**src/rtl/operand_feeder.sv**
```systemverilog
// Operand-pair FIFO feeding a combinational logic unit; the pair is visible the cycle after push, the result is captured on pop and shown one cycle later.
// in_ready depends only on registered occupancy, so a full buffer refuses a push even during a pop. FEEDER_PARITY_EN adds res_parity.
module operand_feeder #(
  parameter int WIDTH = 4,
  parameter int DEPTH = 4
) (
  input  logic                       clk,
  input  logic                       rst,
  input  logic                       in_valid,
  output logic                       in_ready,
  input  logic [WIDTH-1:0]           in_a,
  input  logic [WIDTH-1:0]           in_b,
  output logic [WIDTH-1:0]           a,
  output logic [WIDTH-1:0]           b,
  output logic                       out_valid,
  input  logic                       out_ready,
  input  logic [WIDTH-1:0]           result,
  output logic                       res_valid,
  output logic [WIDTH-1:0]           res_data,
`ifdef FEEDER_PARITY_EN
  output logic                       res_parity,
`endif
  output logic [$clog2(DEPTH):0]     count
);

  localparam int PW = $clog2(DEPTH);

  logic [WIDTH-1:0] mem_a [DEPTH];
  logic [WIDTH-1:0] mem_b [DEPTH];
  logic [PW-1:0]    wp;
  logic [PW-1:0]    rp;
  logic             push;
  logic             pop;

  // DEPTH is a power of two and count never exceeds it, so the MSB alone flags full.
  assign in_ready  = ~count[PW];
  assign out_valid = (count != '0);
  assign push      = in_valid & in_ready;
  assign pop       = out_valid & out_ready;

  assign a = out_valid ? mem_a[rp] : '0;
  assign b = out_valid ? mem_b[rp] : '0;

  always_ff @(posedge clk) begin
    if (push) begin
      mem_a[wp] <= in_a;
      mem_b[wp] <= in_b;
    end
  end

  always_ff @(posedge clk or posedge rst) begin
    if (rst) begin
      wp        <= '0;
      rp        <= '0;
      count     <= '0;
      res_valid <= 1'b0;
      res_data  <= '0;
    end else begin
      if (push) wp <= wp + 1'b1;
      if (pop)  rp <= rp + 1'b1;
      case ({push, pop})
        2'b10:   count <= count + 1'b1;
        2'b01:   count <= count - 1'b1;
        default: count <= count;
      endcase
      res_valid <= pop;
      if (pop) res_data <= result;
    end
  end

`ifdef FEEDER_PARITY_EN
  always_ff @(posedge clk or posedge rst) begin
    if (rst)      res_parity <= 1'b0;
    else if (pop) res_parity <= ^result;
  end
`endif

endmodule

```
**config.mk**
```make
export PLATFORM = sky130hd
export DESIGN_NAME = operand_feeder
export DESIGN_NICKNAME = d
export VERILOG_FILES = /design/src/rtl/operand_feeder.sv
export SDC_FILE = /design/constraint.sdc
export NUM_CORES = 1
export LEC_CHECK = 0
export BUFFER_PORTS_ARGS = -buffer_cell sky130_fd_sc_hd__buf_2
export CORE_ASPECT_RATIO = 1.2
export CORE_MARGIN = 5
export CORE_UTILIZATION = 45
export CTS_CLUSTER_DIAMETER = 40
export DETAILED_ROUTE_END_ITERATION = 16
export GPL_ROUTABILITY_DRIVEN = 0
export PLACE_DENSITY = 0.67
export SLEW_MARGIN = 20
export SYNTH_ARGS = -nofsm -noshare
export SYNTH_HDL_FRONTEND = slang
export SYNTH_SLANG_ARGS = --single-unit
```
**constraint.sdc**
```tcl
create_clock -name clk -period 2.12 [get_ports clk]
set_input_delay 0.106 -clock clk [delete_from_list [all_inputs] [get_ports clk]]
set_output_delay 0.106 -clock clk [all_outputs]
set_load 0.03 [all_outputs]
```
## Word level (Yosys, flattened, before mapping)

Memory sizes are Yosys's and may differ from the RTL's.
Index checks and enable logic that the tools add are counted.

- Bits in registers: 12
- Latch bits: 0
- Bits in writable memories: 32
- Bits in read-only memories: 0
- Input bits: 16
- Memories kept: 2

Memories:

| memory | words | bits a word | read ports | clocked after Yosys merged registers in | write ports | line | RTL |
|---|---|---|---|---|---|---|---|
| mem_a | 4 | 4 | 1 | 0 | 1 | 28 | `logic [WIDTH-1:0] mem_a [DEPTH];` |
| mem_b | 4 | 4 | 1 | 0 | 1 | 29 | `logic [WIDTH-1:0] mem_b [DEPTH];` |

- $add $sub $neg: 4
- Multiply operators: 0
- Divide/modulo/power cells: 0
- Magnitude comparators: 0
- Eq/ne operators: 2
- Shifts and indexed selects: 0
- Multiplexer cells: 5
- Bitwise operators: 3
- Reduce and logical (&&, ||, !) cells: 2

Operator list:

| cell | number |
|---|---|
| $mux W4 | 2 |
| $pmux W3 S2 | 1 |
| $add A2 B1 Y2 const B | 2 |
| $add A3 B1 Y3 const B | 1 |
| $reduce_bool A3 Y1 | 1 |
| $sub A3 B1 Y3 const B | 1 |
| $and A1 B1 Y1 | 2 |
| $eq A2 B1 Y1 const B | 1 |
| $eq A2 B2 Y1 const B | 1 |
| $mux W1 | 2 |
| $reduce_bool A2 Y1 | 1 |
| $not A1 Y1 | 1 |

## Logic depth before layout (Yosys ltp)

Gate-level depths: netlist of run 1.

- Depth in word-level cells: 4
- Gate-level depth with buffers: 9
- Mapped depth without buffers: 8

## Least setup slack after synthesis of run 1

OpenSTA, ideal clock, no wires.

- Path kind: flip-flop to flip-flop
- From: reg count[0]
- To: reg count[2]
- Library setup time: 0.132 ns
- Arrival time: 1.927 ns
- Required time: 1.988 ns
- Setup slack: 0.061 ns
- Stages on the path, launching flop included: 10
- Period minus slack after synthesis: 2.059 ns
- Cells stage by stage: dfrtp_1 or3_1 and2_4 buf_6 ha_1 inv_1 fa_1 xor2_1 nor2_1 xnor2_1

- Cells in the longest elaborated chain, start to end: 4
- Elaborated cells on any way between the ends: 8
- Classes of those cells: add/sub (2); eq/ne (2); mux (1); bitwise (1); reduce/logical (2)

Ends and longest elaborated chain:

| element | line | RTL |
|---|---|---|
| from (decl) | 23 | `output logic [$clog2(DEPTH):0] count` |
| from (signal assigned) | 62 | `2'b10: count <= count + 1'b1;` |
| from (signal assigned) | 63 | `2'b01: count <= count - 1'b1;` |
| from (signal assigned) | 64 | `default: count <= count;` |
| $reduce_bool A3 Y1 (*) | 37 | `assign out_valid = (count != '0);` |
| $and A1 B1 Y1 (*) | 39 | `assign pop = out_valid & out_ready;` |
| net pop | 33 | `logic pop;` |
| $eq A2 B1 Y1 or $eq A2 B2 Y1 (tied branches) | 61 | `case ({push, pop})` |
| $pmux W3 S2 or $reduce_bool A2 Y1 (tied branches) | -- |  |

The timed path passes the listed nets; every way through them passes the cells marked *.
A chain may end at the register's enable or synchronous reset.

## Final worst setup path of run 1

- From: reg count[0]
- To: reg count[1]

- Cells in the longest elaborated chain, start to end: 4
- Elaborated cells on any way between the ends: 8
- Classes of those cells: add/sub (2); eq/ne (2); mux (1); bitwise (1); reduce/logical (2)

Ends and longest elaborated chain:

| element | line |
|---|---|
| $reduce_bool A3 Y1 | 37 |
| $and A1 B1 Y1 | 39 |
| $eq A2 B1 Y1 or $eq A2 B2 Y1 (tied branches) | 61 |
| $pmux W3 S2 or $reduce_bool A2 Y1 (tied branches) | -- |

Parallel ways exist; a longest one is shown, timed or not.

==> results of run 1 <==
==> power by group through the flow <==
stage | registers (mW) | clock network, mW | logic (mW)
finish | 1.24 | 0.622 | 1.33
global route | 1.26 | 0.683 | 1.44
CTS | 1.24 | 0.637 | 1.36
detailed placement | 1.26 | 0 | 1.36
global placement | 1.25 | 0 | 1.33
floorplan | 1.32 | 0 | 0.934
==> flip-flops by register name, indices dropped and copies added (netlist names) <==
register	count
res_data	4
res_valid	1
count	3
wp	2
mem_b	16
rp	2
mem_a	16
==> through the flow <==
stage                     setup slack, ns  total power, mW  hold slack, ns  instances  area (um^2)
after detailed placement            0.177             2.62           0.136        186         2050
after CTS                           0.160             3.24          0.0164        195         2160
after floorplan                    0.0612             2.25         -0.0293        101         1820
after global routing               0.0872             3.39          0.0129        195         2160
after global placement              0.255             2.57           0.121        186         2050
final                               0.177             3.19          0.0219        195         2160
==> layout make-up <==
cell class | count | area, um^2 | area share
multi-input combinational | 44 | 499 | 0.231
inverter | 8 | 30.0 | 0.0139
clock inverter | 2 | 35.0 | 0.0162
timing repair buffer | 37 | 198 | 0.0914
tap | 54 | 67.6 | 0.0312
sequential | 44 | 1260 | 0.583
clock buffer | 6 | 72.6 | 0.0335
==> cells in the mapped netlist <==
master	n
and2_4	1
nor2_1	1
edfxtp_1	32
fa_1	1
and2_1	12
o21ai_0	1
buf_2	1
nand2_1	1
nand3_1	1
nor2b_1	1
inv_1	8
buf_6	1
xnor2_1	4
mux4_2	8
clkbuf_1	3
or3_1	1
dfrtp_1	12
mux2_4	4
mux2i_1	1
ha_1	5
xor2_1	2
==> placed cells by master (no fill, tap or decap) <==
cell type      instances
nand3_1                1
and2_1                12
clkinv_2               1
dfrtp_1               12
fa_1                   1
nor2_1                 1
buf_4                  3
dlygate4sd3_1          1
clkbuf_8               5
o21ai_0                1
nand2_1                1
clkbuf_1               1
xor2_1                 2
mux2_4                 4
xnor2_1                4
buf_2                 33
mux4_2                 8
bufinv_16              1
edfxtp_1              32
mux2i_1                1
ha_1                   5
or3_1                  1
and2_4                 1
nor2b_1                1
inv_1                  8
==> worst max path at each step <==
stage | from | to | slack (ns)
final | count[0]$_DFFE_PP0P_ | count[1]$_DFFE_PP0P_ | 0.18
after detailed placement | count[0]$_DFFE_PP0P_ | count[1]$_DFFE_PP0P_ | 0.18
after floorplan | count[0]$_DFFE_PP0P_ | count[2]$_DFFE_PP0P_ | 0.06
after global placement | count[0]$_DFFE_PP0P_ | count[2]$_DFFE_PP0P_ | 0.26
after CTS | count[0]$_DFFE_PP0P_ | count[1]$_DFFE_PP0P_ | 0.16
after global routing | count[0]$_DFFE_PP0P_ | count[2]$_DFFE_PP0P_ | 0.09
==> timing repair <==
item                      CTS  global route
buffers inserted            0             0
hold buffers                1             0
hold endpoints to repair   12             0
==> layer usage <==
metal	track usage	up-vias	part of all wire
met1	0.155	486	0.40
met3	0.0465	4	0.045
met5	0	-	0
met2	0.210	19	0.54
li1	-	436	-
met4	0.0417	0	0.013
==> cells by family (layout without fill, tap and decap cells) <==
family | Yosys count | after routing | synth area share
AND/OR/NAND/NOR | 18 | 18 | 0.0599
AO/OA/AOI/OAI | 1 | 1 | 0.00275
XOR/XNOR | 6 | 6 | 0.0289
adder cells (fa/ha/maj) | 6 | 6 | 0.0454
buffers and inverters | 13 | 53 | 0.0317
flip-flops | 44 | 44 | 0.694
multiplexers | 13 | 13 | 0.138
==> results.toml, run 1 <==
[run_status]
status = "finished clean"

[worst_hold_path]
hp-class = "primary input to register"
hp-start = "in_a[3]"
holdPathEnd = "mem_a[2][3]$_DFFE_PP_"
hold_path_depth = 1

[route]
antenna_left = 0
wl_per_cell_um = 15.3
drc = 0
vias_per_cell = 4.85
vias = 945
drt_wl_total_mm = 2.99
drtIter0Drc = 43
firstDrtPassIters = 4

[critical_path]
path_depth = 6
rr_worst_depth = 6
end_kind = "register"
crit_buf_inv = 1
rrSetupSlack_ns = 0.18
worstPathRequired_ns = 2.34
worst_path_dominant_cell_family = "adder cells"
criticalPathCategory = "register to register"
cp-start-kind = "register"
path_max_fanout = 7
r2r_start = "count[0]$_DFFE_PP0P_"
arrival_ns = 2.16
path_cells = "or3_1 > and2_4 > ha_1 > inv_1 > fa_1 > mux2i_1"
reg2reg_to = "count[1]$_DFFE_PP0P_"
worst_path_max_delay_cell = "dfrtp_1"
max_stage_delay_ns = 0.41

[logic_synthesis]
synth_nets = 123
synth.largest_area_cell = "edfxtp_1"
yosysUniqueCellTypes = 21
syn_area_mm2 = 0.00182
ys_ff_latch = 44
synthTopCellsByArea = "edfxtp_1 (53%), dfrtp_1 (17%), mux4_2 (9.9%)"
yosysSeqAreaShare = 0.694
synth.top_cell.area_share = 0.529
avgSynthCellArea_um2 = 18.0
yosys_warnings = 0
synth_cells = 101

[power]
pwr-share-clk = 0.195
peakVddDrop_uv = 750
p_int_mw = 2.01
power.net_switching_mw = 1.18
leakage_nw = 0.870
sw_frac_of_total = 0.369
combPwrFrac = 0.417
seqPwrFrac = 0.388
p_per_area_mw_per_mm2 = 1470

[cells_and_area]
finalCoreUtilization = 0.549
diodes = 0
layout-drive-gt1-share = 0.397
area_delta_synth_final_pct = 19.0
nets = 162
fillers = 341

[global_route]
grt_max_degree = 14
grt_usage = 0.128
grt-ovfl-total = 0
grt_pass1_wl_mm = 4.92
antenna_found_initial = 0
grt_pass1_vias = 1030

[flow_run]
cap_violations = 0

[timing]
fmax_ghz = 0.515
setup_viol = 0
slew_headroom = 0.687
rsz0062_at_grt = "no"
tightest_slew_ns = 0.469
final.period_utilization = 0.917
finalHoldViolations = 0
finalClockSkew_ns = 0.00896
tns_ns = 0
slew_violations = 0
period_needed_ns = 1.94

[placed_design]
port_buffers = 33
dp.final_hpwl_mm = 2.14

[clock_tree]
clk_pin_slew_ns = 0.08
cts.sinks = 44
numCtsBuffers = 5
clk_latency_ns = 0.29
cts_tree = "built"
cts_resized = 0
htree_levels = 2
cts_root_buf = "clkbuf_8"
clk_path_buf_depth = 2

[floorplan]
core_area_mm2 = 0.00394
die_area_mm2 = 0.00542
fp.dieW_um = 68.0
initial_utilization = 0.461
io_pins = 34
fp-row-count = 25
fp.dieH_um = 79.6
No activity file was read; power rests on OpenSTA's default activity.
==> run 2: changes to the inputs <==
--- a/config.mk
+++ b/config.mk
@@ -12,7 +12,7 @@
 export CTS_CLUSTER_DIAMETER = 40
 export DETAILED_ROUTE_END_ITERATION = 16
 export GPL_ROUTABILITY_DRIVEN = 0
-export PLACE_DENSITY = 0.67
+export PLACE_DENSITY = 0.69
 export SLEW_MARGIN = 20
 export SYNTH_ARGS = -nofsm -noshare
 export SYNTH_HDL_FRONTEND = slang
==> constraint.sdc (replaced) <==
create_clock -name clk -period 1.6 [get_ports clk]
set_input_delay 0.08 -clock clk [delete_from_list [all_inputs] [get_ports clk]]
set_output_delay 0.08 -clock clk [all_outputs]
set_load 0.03 [all_outputs]
==> run 2 against run 1 <==
The run now ends with setup timing left. Final cell count grew 6.7%. Global-route usage grew 0.81 points. Hold slack got worse by 0.018 ns. Non-clock buffer count increased by 13. Final area up 12%. Register-to-register slack got worse by 0.40 ns. Via count grew 2.4%. Highest routed layer unchanged.
==> results.toml, run 2 (synthesis gave the netlist of run 1 again) <==
[cells_and_area]
final_common_cell = "edfxtp_1"
fin_cells = 208
layout-drive-gt1-share = 0.526
reg_top3 = "mem_a (16), mem_b (16), res_data (4)"
mostFrequentLayoutCells = "edfxtp_1 (32), buf_2 (25), dfrtp_1 (10), buf_6 (10), and2_4 (9)"
nets = 175
design_area_mm2 = 0.00242
diodes = 0
area_delta_synth_final_pct = 33.1
finalCoreUtilization = 0.614

[global_route]
grt_usage = 0.136
antenna_found_initial = 0
grt-ovfl-total = 0
grt_pass1_wl_mm = 5.29
grt_pass1_vias = 1109
grt_max_degree = 15

[worst_hold_path]
hold_path_depth = 1
holdPathEnd = "mem_b[1][1]$_DFFE_PP_"
hp-start = "in_b[1]"
hp-class = "primary input to register"

[critical_path]
criticalPathCategory = "register to register"
end_kind = "register"
max_stage_delay_ns = 0.40
worst_path_dominant_cell_family = "simple AND/OR/NAND/NOR gates"
rr_worst_depth = 8
rrSetupSlack_ns = -0.22
r2r_start = "count[0]$_DFFE_PP0P_"
crit_buf_inv = 1
cp-start-kind = "register"
worst_path_max_delay_cell = "dfrtp_2"
path_max_fanout = 2
arrival_ns = 1.99
reg2reg_to = "count[2]$_DFFE_PP0P_"
worstPathRequired_ns = 1.78
path_cells = "or3_4 > and2_4 > ha_4 > inv_2 > fa_2 > xor2_1 > nor2_1 > xnor2_1"

[power]
pwr-share-clk = 0.170
combPwrFrac = 0.496
p_per_area_mw_per_mm2 = 2020
power.net_switching_mw = 1.70
p_int_mw = 3.18
sw_frac_of_total = 0.349
peakVddDrop_uv = 786
leakage_nw = 0.980
seqPwrFrac = 0.334

[route]
drt_wl_total_mm = 3.23
wl_per_cell_um = 15.5
drtIter0Drc = 52
antenna_left = 0
vias = 968
drc = 0
firstDrtPassIters = 4
vias_per_cell = 4.65

[run_status]
violations = "setup timing"
status = "finished, violations left"

[clock_tree]
clk_pin_slew_ns = 0.08
cts_root_buf = "clkbuf_8"
numCtsBuffers = 5
clk_path_buf_depth = 2
htree_levels = 2
cts_tree = "built"
clk_latency_ns = 0.29
cts.sinks = 44

[timing]
setup_viol = 10
fin_ws_ns = -0.218
slew_violations = 0
tightest_slew_ns = 0.469
finalClockSkew_ns = 0.00723
final.period_utilization = 1.14
finalHoldViolations = 0
fmax_ghz = 0.550
period_needed_ns = 1.82
tns_ns = -1.00
slew_headroom = 0.687
rsz0062_at_grt = "yes"

[placed_design]
place_area_mm2 = 0.00219
dp.final_hpwl_mm = 2.37
place_ws_ns = -0.239
dp.cells = 196
port_buffers = 33

[floorplan]
core_area_mm2 = 0.00394
fp.dieW_um = 68.0
io_pins = 34
initial_utilization = 0.461
fp.dieH_um = 79.6
fp-row-count = 25
die_area_mm2 = 0.00542

[flow_run]
cap_violations = 0
[run 2: changes by cell type in the layout (fill, tap and decap cells not counted), sizes merged]
cell	previous run	this run
buf	36	47
dlygate4sd3	1	3
clkbuf	6	5
clkinv	1	2
[run 2: worst max path at each step]
stage,start,to,slack [ns],cells past startpoint
final,count[0]$_DFFE_PP0P_,count[2]$_DFFE_PP0P_,-0.22,8
after global routing,count[0]$_DFFE_PP0P_,count[2]$_DFFE_PP0P_,-0.29,8
after CTS,count[0]$_DFFE_PP0P_,count[1]$_DFFE_PP0P_,-0.22,6
after detailed placement,count[2]$_DFFE_PP0P_,count[2]$_DFFE_PP0P_,-0.24,8
after global placement,count[2]$_DFFE_PP0P_,count[2]$_DFFE_PP0P_,-0.13,8
after floorplan,count[2]$_DFFE_PP0P_,count[2]$_DFFE_PP0P_,-0.36,9
[run 2: area by class of cell]
class / instances / area (um^2)
Sequential cell: 44 / 1260
Multi-Input combinational cell: 44 / 539
Fill cell: 295 / 1520
Clock buffer: 5 / 68.8
Tap cell: 54 / 67.6
Inverter: 8 / 30.0
Clock inverter: 3 / 42.5
Timing Repair Buffer: 50 / 408
[run 2: timing repair]
action / in CTS / in global routing
resized for setup: 27 / 0
endpoints found under the hold margin: 16 / 4
setup buffers: 2 / 0
endpoints found under the setup margin: 10 / 10
pin swaps: 13 / 0
hold buffers: 2 / 1
[run 2: per-stage QoR]
stage | hold slack (ns) | power [mW]
final | 0.00387 | 4.89
after global routing | 0.000944 | 5.15
after CTS | 0.00318 | 4.93
after detailed placement | 0.117 | 3.72
after global placement | 0.0989 | 3.62
after floorplan | -0.0554 | 3.02
[run 2: power groups by stage]
stage / clock, mW / combinational, mW / sequential [mW]
after global routing: 0.890 / 2.60 / 1.66
final: 0.828 / 2.43 / 1.63
after global placement: 0 / 1.99 / 1.63
after detailed placement: 0 / 2.06 / 1.65
after floorplan: 0 / 1.27 / 1.75
after CTS: 0.840 / 2.46 / 1.64
[run 2: per-layer routing]
layer / wire length (um) / vias to the layer above / share of wire / GRT usage
met3: 105 / 4 / 0.032 / 0.0394
met1: 1150 / 485 / 0.36 / 0.142
met5: 0 / - / 0 / 0
met4: 40 / 0 / 0.012 / 0.0477
met2: 1930 / 15 / 0.60 / 0.252
li1: - / 464 / - / -
